**src/rtl/ps2_led_sequencer.sv**
```systemverilog
// PS/2 "Set LEDs" sequencer: sends 0xED then the LED byte, waiting for an ACK after each.
// Define PS2_SEQ_RESEND_EN to retry a byte on 0xFE (up to MAX_RETRY times); otherwise 0xFE aborts.
module ps2_led_sequencer #(
   parameter int ACK_TIMEOUT = 2_500_000,
   parameter int MAX_RETRY   = 3
) (
   input  logic       clk,
   input  logic       reset,
   input  logic       req,
   input  logic [2:0] leds,
   output logic       busy,
   output logic       done_tick,
   output logic       err_tick,
   output logic [7:0] the_command,
   output logic       send_command,
   input  logic       command_was_sent,
   input  logic       error_communication_timed_out,
   input  logic [7:0] received_data,
   input  logic       received_data_en,
   output logic [7:0] scan_data,
   output logic       scan_valid
);

   localparam logic [7:0] CMD_SET_LEDS = 8'hED;
   localparam logic [7:0] RX_ACK       = 8'hFA;
   localparam logic [7:0] RX_RESEND    = 8'hFE;

   localparam int unsigned TMR_W = (ACK_TIMEOUT > 2) ? $clog2(ACK_TIMEOUT) : 1;
   localparam logic [TMR_W-1:0] TMR_LAST = TMR_W'(ACK_TIMEOUT - 1);

   if (ACK_TIMEOUT < 2 || MAX_RETRY < 0) begin : g_bad_cfg
      $error("ps2_led_sequencer: ACK_TIMEOUT must be >= 2 and MAX_RETRY >= 0");
   end

   typedef enum logic [2:0] {
      S_IDLE,
      S_SEND_CMD,
      S_WAIT_ACK1,
      S_SEND_ARG,
      S_WAIT_ACK2,
      S_DONE,
      S_ERR
   } state_t;

   state_t           state_q, state_d;
   logic [7:0]       arg_q, arg_d;
   logic [TMR_W-1:0] timer_q, timer_d;

`ifdef PS2_SEQ_RESEND_EN
   localparam int unsigned RTY_W = (MAX_RETRY > 0) ? $clog2(MAX_RETRY + 1) : 1;
   localparam logic [RTY_W-1:0] RTY_MAX = RTY_W'(MAX_RETRY);
   logic [RTY_W-1:0] retry_q, retry_d;
`endif

   logic       busy_q, busy_d;
   logic       done_q, done_d;
   logic       err_q, err_d;
   logic       send_q, send_d;
   logic [7:0] cmd_q, cmd_d;
   logic       scan_valid_q, scan_valid_d;
   logic [7:0] scan_data_q, scan_data_d;

   logic rx_ack, rx_resend, in_wait;

   always_comb begin
      rx_ack    = received_data_en && (received_data == RX_ACK);
      rx_resend = received_data_en && (received_data == RX_RESEND);
      in_wait   = (state_q == S_WAIT_ACK1) || (state_q == S_WAIT_ACK2);
   end

   always_comb begin
      state_d = state_q;
      arg_d   = arg_q;
      timer_d = timer_q;
`ifdef PS2_SEQ_RESEND_EN
      retry_d = retry_q;
`endif
      unique case (state_q)
         S_IDLE: begin
            if (req) begin
               arg_d   = {5'b0, leds};
`ifdef PS2_SEQ_RESEND_EN
               retry_d = '0;
`endif
               state_d = S_SEND_CMD;
            end
         end
         S_SEND_CMD, S_SEND_ARG: begin
            // A transmit failure outranks a simultaneous completion.
            if (error_communication_timed_out) begin
               state_d = S_ERR;
            end else if (command_was_sent) begin
               timer_d = '0;
               state_d = (state_q == S_SEND_CMD) ? S_WAIT_ACK1 : S_WAIT_ACK2;
            end
         end
         S_WAIT_ACK1, S_WAIT_ACK2: begin
            if (timer_q != '1) timer_d = timer_q + 1'b1;
            if (rx_ack) begin
`ifdef PS2_SEQ_RESEND_EN
               retry_d = '0;
`endif
               state_d = (state_q == S_WAIT_ACK1) ? S_SEND_ARG : S_DONE;
            end else if (rx_resend) begin
`ifdef PS2_SEQ_RESEND_EN
               if (retry_q < RTY_MAX) begin
                  retry_d = retry_q + 1'b1;
                  timer_d = '0;
                  state_d = (state_q == S_WAIT_ACK1) ? S_SEND_CMD : S_SEND_ARG;
               end else begin
                  state_d = S_ERR;
               end
`else
               state_d = S_ERR;
`endif
            end else if (timer_q == TMR_LAST) begin
               state_d = S_ERR;
            end
         end
         S_DONE, S_ERR: state_d = S_IDLE;
         default:       state_d = S_IDLE;
      endcase
   end

   // Outputs are registered copies of the current state, so they trail the state by one edge.
   always_comb begin
      busy_d = (state_q != S_IDLE);
      done_d = (state_q == S_DONE);
      err_d  = (state_q == S_ERR);
      send_d = (state_q == S_SEND_CMD) || (state_q == S_SEND_ARG);
      cmd_d  = cmd_q;
      if (state_q == S_SEND_CMD)      cmd_d = CMD_SET_LEDS;
      else if (state_q == S_SEND_ARG) cmd_d = arg_q;
      scan_valid_d = received_data_en && !(in_wait && (rx_ack || rx_resend));
      scan_data_d  = scan_valid_d ? received_data : scan_data_q;
   end

   always_ff @(posedge clk) begin
      if (!reset) begin
         state_q      <= S_IDLE;
         arg_q        <= '0;
         timer_q      <= '0;
`ifdef PS2_SEQ_RESEND_EN
         retry_q      <= '0;
`endif
         busy_q       <= 1'b0;
         done_q       <= 1'b0;
         err_q        <= 1'b0;
         send_q       <= 1'b0;
         cmd_q        <= '0;
         scan_valid_q <= 1'b0;
         scan_data_q  <= '0;
      end else begin
         state_q      <= state_d;
         arg_q        <= arg_d;
         timer_q      <= timer_d;
`ifdef PS2_SEQ_RESEND_EN
         retry_q      <= retry_d;
`endif
         busy_q       <= busy_d;
         done_q       <= done_d;
         err_q        <= err_d;
         send_q       <= send_d;
         cmd_q        <= cmd_d;
         scan_valid_q <= scan_valid_d;
         scan_data_q  <= scan_data_d;
      end
   end

   assign busy         = busy_q;
   assign done_tick    = done_q;
   assign err_tick     = err_q;
   assign send_command = send_q;
   assign the_command  = cmd_q;
   assign scan_valid   = scan_valid_q;
   assign scan_data    = scan_data_q;

endmodule

```
**config.mk**
```make
export PLATFORM = sky130hd
export DESIGN_NAME = ps2_led_sequencer
export DESIGN_NICKNAME = d
export VERILOG_FILES = /design/src/rtl/ps2_led_sequencer.sv
export SDC_FILE = /design/constraint.sdc
export NUM_CORES = 1
export LEC_CHECK = 0
export ABC_AREA = 1
export BUFFER_PORTS_ARGS = -buffer_cell sky130_fd_sc_hd__buf_2
export CAP_MARGIN = 20
export CORE_MARGIN = 1
export CORE_UTILIZATION = 57
export DETAILED_ROUTE_END_ITERATION = 6
export MAX_ROUTING_LAYER = met4
export PLACE_DENSITY = 0.8
export SYNTH_ARGS = -nofsm -noshare
export SYNTH_HDL_FRONTEND = slang
export SYNTH_SLANG_ARGS = --single-unit
```
**constraint.sdc**
```tcl
create_clock -name clk -period 2.1 [get_ports clk]
set_input_delay 0.21 -clock clk [delete_from_list [all_inputs] [get_ports clk]]
set_output_delay 0.21 -clock clk [all_outputs]
set_load 0.005 [all_outputs]
```
==> metrics <==
placed cell count=466; largest net degree at the start of global routing=25; row count=24; Worst-Margin Slew=1000 ps; Multi-input gate area=1460 µm²; register bit total from synthesis=45; Worst setup SP type=flip-flop; clk buf depth=2; cell internal pwr=1.61 mW; Slew Limit Fails=0; Core Area=4350 µm²; commonest cells in the netlist=nand2_1 (109), nor2_1 (56), dfxtp_1 (45), inv_1 (35), nand3_1 (27); Mapped Area=2580 µm²; layout cells sized above 1=0.218; RD Place Congestion=0.872; Critical Path Fanout Max=20; max_cap viols=0; Clock H-tree levels=2; RSZ-0062 raised after global routing=no; clock net sink count=45; Layout Nets=439; clock buffer count from CTS=5; initial antenna violation count=0; setup TNS=0 ps; drt drc=0; clock-pin slew on the worst setup and hold paths=80 ps; Fin. Hold Viols=0; post-CTS resize count=0; Distinct cells, synth=32; leak pwr=1.23 nW; final setup fails=0; first-pass GRT wire length=9.73 mm; Detail Placement HPWL=3.99 mm; crit path kind=flip-flop to flip-flop; WHS=158 ps; DRT iter0 DRCs=175; Placed Instance Area=2760 µm²; Reg power frac=0.392; syn_area_per_cell=6.67 µm²; # diodes=0; Post-synth EDFFs=0; Comb power frac=0.347; CP Capture Type=flip-flop; maximum clock frequency=0.544 GHz; via count=2450; ys flop type=dfxtp_1; vias in the first global route=2233; Final min period=1840 ps; DRT antenna net count=0; Non-Filler Instances=474; IO Pins=38; Clock Latency Late Sink=300 ps; fin util=0.661; Die ar.=4800 µm²; CTS tree=yes; Hold WC Path Type=primary input to flip-flop; Avg Vias per Cell=5.17; Critical Path RT=2320 ps; Async S/R FF share, synth=0; top-area cell type share of the netlist area=0.349; iteration count of the initial detailed-routing pass=4; Synth-to-Final Area Change=11.6%; status=completed; sequential area share after synthesis=0.349; Port-buffer cells=36; Final Routed Wirelength=5.61 mm; Psw=0.988 mW; skew final=5.94 ps; syn_nets=405; Net Sw Frac=0.380; Ys Warns=0; crit path DAT=2060 ps; worst vdd ir=0.564 mV; clock share of power=0.262; PwrDens=903 nW/µm²; most frequent cell after synthesis=nand2_1; clk root buf=clkbuf_8; Die Ht=69.3 µm; GRT overflow=0; Area contributors post-synth=dfxtp_1 (35%), nand2_1 (16%), nor2_1 (8.1%); Post-CTS Repair Setup Buffers=0; Cells after Synth=387; CTS Hold Buffers Added=0; largest area contributor in the netlist=dfxtp_1; FILL cells=411; final period utilization=0.876; Die W=69.3 µm; Initial Utilization=0.593; Design Area, Final=2880 µm²; routed len/inst=11.8 µm; Rel. slew slack=0.330; gr usage total=0.258; sequential cell area=901 µm²
==> worst paths after layout <==
path               startpoint              to  slack [ps]  cells past startpoint
min reg2reg          arg_q[2]  the_command[2]         460                      2
min          received_data[0]    scan_data[0]         160                      3
max                timer_q[0]     timer_q[11]         260                      9
max reg2reg        timer_q[0]     timer_q[11]         260                      9
==> power groups by stage <==
stage          Sequential, mW  Clock (mW)  Combinational [mW]
3_5_place_dp             1.04           0               0.899
4_1_cts                  1.02       0.696               0.904
3_3_place_gp             1.03           0               0.879
6_report                 1.02       0.680               0.902
5_1_grt                  1.03       0.737                1.03
2_1_floorplan            1.04           0               0.752
==> metal layers <==
layer  track usage  routed length (µm)
met5             -                   0
met4        0.0816                  75
met2         0.449                2760
met1         0.299                2490
met3        0.0494                 288
==> placed cells by master, fill, tap and decap left out <==
cell	Yosys	layout
nand2_1	109	109
or2_2	3	3
nor2_4	5	5
a31o_2	2	2
nor2_8	1	1
clkbuf_8	0	6
nand2_4	3	3
nor2_1	56	56
buf_2	0	36
nand3_4	1	1
nor2_2	2	2
nor3_1	4	4
dfxtp_1	45	45
o21bai_1	1	1
nand4_1	8	8
o21ai_2	1	1
buf_4	4	2
xor2_1	1	1
clkinvlp_4	0	1
a21boi_2	1	1
o21ai_1	1	1
nand2_2	14	14
inv_2	2	2
a21oi_2	11	11
a21oi_1	19	19
inv_1	35	35
ha_1	1	1
bufinv_16	0	1
o21ai_0	17	17
conb_1	1	1
nand3b_1	5	5
nand3_1	27	27
==> area by class of cell <==
cell class,count,share of cell area
Clock buffer,6,0.0287
Timing Repair Buffer,38,0.0678
Sequential cell,45,0.313
Tap cell,52,0.0226
Clock inverter,2,0.0130
Inverter,37,0.0482
Multi-Input combinational cell,294,0.507
==> worst max-delay path, cell delays in order, from the launching register on <==
cell and delay (ps):
dfxtp_1 380, ha_1 240, nand2_1 110, nor2_4 180, nand3_4 120, nor2_8 140
nand2_4 90, nand2_4 240, nand2_1 110, a21oi_2 140
==> registers in the layout, summed over array words and instances (netlist names) <==
name,flops
state_q,3
scan_valid,1
scan_data,8
send_command,1
err_tick,1
busy,1
arg_q,3
timer_q,22
the_command,4
done_tick,1
==> per-stage QoR <==
step / power [mW] / setup WS (ps)
2_1_floorplan: 1.79 / 521
3_3_place_gp: 1.91 / 341
3_5_place_dp: 1.94 / 289
4_1_cts: 2.62 / 265
5_1_grt: 2.80 / 80.0
6_report: 2.60 / 260
==> cell families (layout without fill, tap and decap cells) <==
| logic type | count (synthesis) | after routing | share of synthesized area |
|---|---|---|---|
| compound gates | 53 | 53 | 0.127 |
| simple gates | 238 | 238 | 0.430 |
| other cells | 1 | 1 | 0.00145 |
| flops | 45 | 45 | 0.349 |
| buf+inv | 48 | 83 | 0.0849 |
| fa+ha+maj | 1 | 1 | 0.00485 |
| xor+xnor | 1 | 1 | 0.00340 |
No activity file was read; power rests on OpenSTA's default activity.
